==> src/rtl/ahb_arbiter.sv <==
// ahb_arbiter: round-robin AHB arbiter that never moves ownership inside
// a fixed-length burst or while the owner holds HLOCK with HBUSREQ.
// Ports: HCLK, HRESETn (async, active-low); HBUSREQ/HLOCK per master;
// HTRANS/HBURST of the current owner; HREADY bus-wide ready;
// HGRANT one-hot grant; HMASTER/HMASTER_D address/data-phase owner;
// HMASTLOCK locked address phase. All outputs registered.
module ahb_arbiter #(
  parameter int NUM_MASTERS    = 4,
  parameter int MASTER_W       = 2,
  parameter int DEFAULT_MASTER = 0
) (
  input  logic                   HCLK,
  input  logic                   HRESETn,
  input  logic [NUM_MASTERS-1:0] HBUSREQ,
  input  logic [NUM_MASTERS-1:0] HLOCK,
  input  logic [1:0]             HTRANS,
  input  logic [2:0]             HBURST,
  input  logic                   HREADY,
  output logic [NUM_MASTERS-1:0] HGRANT,
  output logic [MASTER_W-1:0]    HMASTER,
  output logic [MASTER_W-1:0]    HMASTER_D,
  output logic                   HMASTLOCK
);

  localparam logic [1:0] T_IDLE = 2'b00;
  localparam logic [1:0] T_BUSY = 2'b01;
  localparam logic [1:0] T_NSEQ = 2'b10;
  localparam logic [1:0] T_SEQ  = 2'b11;

  localparam logic [NUM_MASTERS-1:0] DEF_GNT =
    NUM_MASTERS'(1) << DEFAULT_MASTER;
  localparam logic [MASTER_W-1:0] DEF_IDX = MASTER_W'(DEFAULT_MASTER);

  logic [3:0]          cnt;
  logic [3:0]          next_cnt;
  logic [MASTER_W-1:0] grant_idx;
  logic [MASTER_W-1:0] win_idx;
  logic                grant_lock;
  logic                lock_hold;
  logic                arb_ok;
  logic                found;

  // Index of the current grantee and its lock request.
  always_comb begin
    grant_idx  = '0;
    grant_lock = 1'b0;
    for (int i = 0; i < NUM_MASTERS; i++) begin
      if (HGRANT[i]) begin
        grant_idx  = MASTER_W'(i);
        grant_lock = HLOCK[i];
      end
    end
  end

  // SEQ beats still owed after this address phase.
  always_comb begin
    next_cnt = cnt;
    case (HTRANS)
      T_IDLE: next_cnt = '0;
      T_BUSY: next_cnt = cnt;
      T_NSEQ: begin
        case (HBURST)
          3'b000, 3'b001: next_cnt = 4'd0;
          3'b010, 3'b011: next_cnt = 4'd3;
          3'b100, 3'b101: next_cnt = 4'd7;
          default:        next_cnt = 4'd15;
        endcase
      end
      T_SEQ: next_cnt = (cnt == 4'd0) ? 4'd0 : cnt - 4'd1;
      default: next_cnt = cnt;
    endcase
  end

  // Owner keeps the bus while it both locks and requests.
  always_comb begin
    lock_hold = 1'b0;
    for (int i = 0; i < NUM_MASTERS; i++) begin
      if (HMASTER == MASTER_W'(i))
        lock_hold = HLOCK[i] & HBUSREQ[i];
    end
  end

  // Rotating search starting just after the grantee; the grantee
  // itself is tried last so it keeps the bus only when alone.
  always_comb begin
    win_idx = DEF_IDX;
    found   = 1'b0;
    for (int k = 1; k <= NUM_MASTERS; k++) begin
      for (int j = 0; j < NUM_MASTERS; j++) begin
        if (!found && HBUSREQ[j] &&
            j == (int'(grant_idx) + k) % NUM_MASTERS) begin
          found   = 1'b1;
          win_idx = MASTER_W'(j);
        end
      end
    end
  end

  // Re-arbitrate on the last-but-one beat so the handover has no gap.
  assign arb_ok = HREADY & (next_cnt <= 4'd1) & ~lock_hold;

  always_ff @(posedge HCLK or negedge HRESETn) begin
    if (!HRESETn) begin
      HGRANT    <= DEF_GNT;
      HMASTER   <= DEF_IDX;
      HMASTER_D <= DEF_IDX;
      HMASTLOCK <= 1'b0;
      cnt       <= '0;
    end else begin
      if (arb_ok)
        HGRANT <= NUM_MASTERS'(1) << win_idx;
      if (HREADY) begin
        cnt       <= next_cnt;
        HMASTER   <= grant_idx;
        HMASTER_D <= HMASTER;
        HMASTLOCK <= grant_lock;
      end
    end
  end

endmodule
==> config.mk <==
export PLATFORM = sky130hd
export DESIGN_NAME = ahb_arbiter
export DESIGN_NICKNAME = d
export VERILOG_FILES = /design/src/rtl/ahb_arbiter.sv
export SDC_FILE = /design/constraint.sdc
export NUM_CORES = 1
export LEC_CHECK = 0
export ABC_AREA = 0
export CORE_MARGIN = 3
export CORE_UTILIZATION = 35
export CTS_CLUSTER_DIAMETER = 30
export DETAILED_ROUTE_END_ITERATION = 8
export SLEW_MARGIN = 20
export SYNTH_ARGS = -nofsm -noshare
export SYNTH_HDL_FRONTEND = slang
export SYNTH_SLANG_ARGS = --single-unit
==> constraint.sdc <==
create_clock -name HCLK -period 2.5 [get_ports HCLK]
set_input_delay 0.5 -clock HCLK [delete_from_list [all_inputs] [get_ports HCLK]]
set_output_delay 0.5 -clock HCLK [all_outputs]
set_load 0.05 [all_outputs]
# Yosys cells after proc, flatten, opt, wreduce, memory -nomap -nowiden

Index checks and enable logic that the tools add are counted.

Bits in registers: 13
Input bits: 16
Logic and storage cells: 151
Output and inout bits: 9

Muxes and demuxes: 44
Shifts and indexed selects: 1
Magnitude comparators: 1
Reduce and logical (&&, ||, !) cells: 61
Equal/unequal tests: 23
Bitwise operators: 11
$add $sub $neg: 5

Operators by type and width:

| operator            | number |
|---|---|
| $logic_not 32->1    | 4 |
| $mux 2              | 16 |
| $logic_and 1x1->1   | 31 |
| $mux 1              | 25 |
| $eq 3x3->1 const A  | 8 |
| $pmux 4 s4          | 1 |
| $logic_not 1->1     | 15 |
| $reduce_or 2->1     | 7 |
| $eq 2x3->1 const A  | 4 |
| $pmux 4 s3          | 1 |
| $eq 2x2->1 const B  | 4 |
| $and 1x1->1         | 6 |
| $eq 3x2->1 const B  | 2 |
| $eq 3x3->1 const B  | 2 |
| $add 2x1->2 const B | 2 |
| $add 2x2->2 const B | 2 |
| $and 1x1->1 const A | 4 |
| $eq 2x1->1 const B  | 2 |
| $le 4x1->1 const B  | 1 |
| $logic_not 2->1     | 2 |
| $logic_not 4->1     | 1 |
| $mux 4              | 1 |
| $shl 1x2->4 const A | 1 |
| $sub 4x1->4 const B | 1 |
| other kinds (3)     | 3 |

# Depth between registers and ports, before layout

Depth in word-level cells: 70
Gate-level depth with buffers: 7
Gate-level depth less buffers: 7

# Worst setup path after synthesis

OpenSTA, ideal clock, no wires.

Kind: register -> register
Start: register HGRANT[1]
End: register HGRANT[2]
Data required time: 2.375 ns
Path slack: 0.691 ns
Arrival time: 1.684 ns
Cell stages (with the launch flop): 7
Setup time: 0.125 ns
Path through: dfrtp_1 > buf_2 > nor4b_2 > o21ai_1 > a21oi_1 > nor3b_1 > mux2_2

Word-level cells in the longest chain between the ends: 70

Ends and longest elaborated chain:

| item                             | line | text |
|---|---|---|
| start, declared                  | 19   | `output logic [NUM_MASTERS-1:0] HGRANT,` |
| start signal, assigned           | 111  | `HGRANT <= NUM_MASTERS'(1) << win_idx;` |
| $mux 1 (*)                       | 48   | `if (HGRANT[i]) begin` |
| $mux 2 (*) (2 in series)         | 48   |  |
| $add 2x1->2                      | 91   | `j == (int'(grant_idx) + k) % NUM_MASTERS) begin` |
| $reduce_or 2->1 (no source line) | -    |  |
| $and 1x1->1 (no source line)     | -    |  |
| $logic_not 32->1                 | 91   |  |
| $logic_and 1x1->1                | 90   | `if (!found && HBUSREQ[j] &&` |
| $mux 1                           | 90   |  |
| [... 51 more ...]                | -    |  |
| $mux 1                           | 90   |  |
| $logic_not 1->1                  | 90   |  |
| $logic_and 1x1->1 (2 in series)  | 90   |  |
| $mux 1                           | 90   |  |
| $logic_not 1->1                  | 90   |  |
| $logic_and 1x1->1 (2 in series)  | 90   |  |
| $mux 2 (*)                       | 90   |  |
| $shl 1x2->4 (*)                  | 111  |  |

Every way passes the cells marked *; elsewhere a longest branch is shown, timed or not.
A chain may end at the register's enable or synchronous reset.

# Worst setup path in the final report

Start: register HGRANT[3]
End: output port HGRANT[3]

No word-level cell between the ends.

==> reports/qor.yml <==
run_status: "complete, no violations"
place_ws_ps: 178
critPathSlowestCell: "clkdlybuf4s50_1"
num_antenna_cells: 0
r2r-end: "HGRANT[2]"
rsz0062_at_grt: "false"
sequentialPowerShare_pct: 28.1
ys_seq_area_share_pct: 33.8
die_h_microns: 58.5
finalClockSkew_ps: 8.78
power_switching_uw: 645
crit_chain: "clkdlybuf4s50_1"
synth.top_cells.by_count: "12 x dfrtp_1, 10 x inv_1, 9 x a21oi_1, 9 x nand2_1, 9 x nor2_1"
cts.sink_count: 13
htreeDepth: 1
drtPass1Iterations: 4
fin_util_pct: 49.5
finalSetupTns_ps: 0
period_share_pct: 92.9
synth_cell_types: 41
io_pins: 25
cts-buffers-inserted: 3
rrSetupSlack_ps: 570
synth.most_common_cell: "dfrtp_1"
ir_worst_vdd_mv: 0.655
grt_pass1_vias: 912
ff_latch_area_sq_um: 327
antenna_found_initial: 0
design.final.nets: 156
r2r_start: "cnt[0]"
p_int_uw: 684
synthFlopType: "dfrtp_1"
track_usage_pct: 14.6
crit_family: "buffers and inverters"
synth_top_area_share_pct: 31.1
path_class: "flip-flop to output port"
syn-cell-area_sq_um: 966
post_cts_buffers: 0
synth_seq_cells: 13
hold_viol_final: 0
synth_edf_count: 0
slew_viol_final: 0
syn_inst: 110
critPathBufInv: 1
grt_pass1_wl_mm: 3.97
drt_iter0_drc: 15
hold_start: "HMASTER_D[1]"
drc: 0
synth_top_area_cell: "dfrtp_1"
reg2regPathDepth: 7
holdPathStages: 1
layout-drive-gt1-share_pct: 10.9
tritoncts: "yes"
core_sq_mm: 0.00254
hpwl_mm: 1.82
grt-ovfl-total: 0
worstMarginPinSlew_ps: 596
grt_max_degree: 16
layout_setup_ws_ps: 178
die_w_microns: 58.5
drt-total-wl_mm: 2.38
fmax_mhz: 431
cp.arrival_ps: 1820
initial_core_util_pct: 38.0
avgSynthCellArea_sq_um: 8.78
worst_setup_path_end_kind: "output port"
fill_cells: 262
swShare_pct: 48.5
clockPowerShare_pct: 9.7
port_buffers: 23
avgViaCountPerCell: 5.52
hold_path_class: "flip-flop to flip-flop"
yosysWarnings: 0
post_cts_resized: 0
ys_async_sr_fraction_pct: 100
setup_viol: 0
cts.reportedPaths.clkPinSlew_ps: 80
cp-start-kind: "flip-flop"
p_per_area_mw_per_mm2: 1060
ctsLongestPathBuffers: 2
area_delta_synth_final_pct: 30.3
whs_endpoint: "HMASTER_D[1]"
worst_ep_required_time_ps: 2000
max_cap_viol_count: 0
synth_nets: 128
min_period_ps: 2320
vias: 922
synth.area.top_cells: "dfrtp_1 31%, a21oi_1 4.7%, mux2_2 4.7%"
relSlewSlack_pct: 60.1
cp_slowest_stage_delay_ps: 900
ctsRootBufferMaster: "clkbuf_4"
dieArea_sq_mm: 0.00343
hold_buffers: 0
p_comb_share_pct: 62.2
clk_latency_ps: 270
routedWlPerCell_microns: 14.2
gp_congestion: 0.853
rows: 18
cellLeakagePower_nw: 0.533
multiInputGateArea_sq_um: 571
crit_fanout: 15
ant_nets: 0
registers in the layout (all words and copies together), names as in the netlist:
signal	cells
HMASTER	2
HMASTLOCK	1
HMASTER_D	2
HGRANT	4
cnt	4
cell usage in the layout (no fill, tap or decap), types with 2 or more instances in the layout:
cell,count
o21ai_0,6
ha_1,2
a22oi_1,2
o21bai_1,2
o32ai_1,2
o31ai_1,2
nor2_1,9
o211ai_1,3
nand3_1,2
nor2b_1,3
nor3_1,3
mux2_2,4
clkdlybuf4s50_1,23
buf_4,4
dfrtp_1,12
inv_1,10
nand2_1,9
mux2i_1,3
o21ai_1,3
a21oi_1,9
clkbuf_4,3
layer usage:
metal / routed length (microns) / track usage, %
met5: 0 / 0
met4: 0 / 1.66
met3: 151 / 5.04
met2: 1080 / 22.6
met1: 1150 / 20.2
power by group through the flow:
stage                     logic [mW]  registers (mW)  clock network (mW)
after floorplan                0.371           0.587                   0
after global placement         0.821           0.374                   0
after detailed placement       0.827           0.374                   0
after CTS                      0.831           0.372               0.137
after global routing           0.887           0.388               0.143
final                          0.826           0.373               0.129
logic make-up after synthesis:
family	count (synthesis)	synth area share [%]
xor+xnor	1	0.907
flops	13	33.8
fa+ha+maj	2	2.59
mux	7	7.77
simple gates	33	18.7
buf+inv	14	7.12
compound gates	40	29.1
cell type report:
type	count	area share [%]
Inverter	10	2.98
Clock buffer	4	2.09
Tap cell	30	2.98
Sequential cell	13	25.9
Timing Repair Buffer	27	20.7
Multi-Input combinational cell	83	45.3
how the worst max path moves through the flow:
| stage | start | cells past startpoint | end | slack [ps] |
|---|---|---|---|---|
| 4_1_cts | HGRANT[3] | 1 | HGRANT[3] | 190 |
| 6_report | HGRANT[3] | 1 | HGRANT[3] | 180 |
| 5_1_grt | HGRANT[3] | 1 | HGRANT[3] | 130 |
| 3_5_place_dp | HTRANS[1] | 6 | HGRANT[2] | 180 |
| 2_1_floorplan | HGRANT[1] | 6 | HGRANT[2] | 690 |
| 3_3_place_gp | HTRANS[1] | 6 | HGRANT[2] | 190 |
metrics by stage:
step	hold slack [ps]	cell area (sq um)	power, mW	instances
after floorplan	204	966	0.958	110
after global placement	494	1230	1.20	163
after detailed placement	496	1230	1.20	163
after CTS	513	1260	1.34	167
after global routing	543	1260	1.42	167
final	508	1260	1.33	167
No activity file was read; power rests on OpenSTA's default activity.
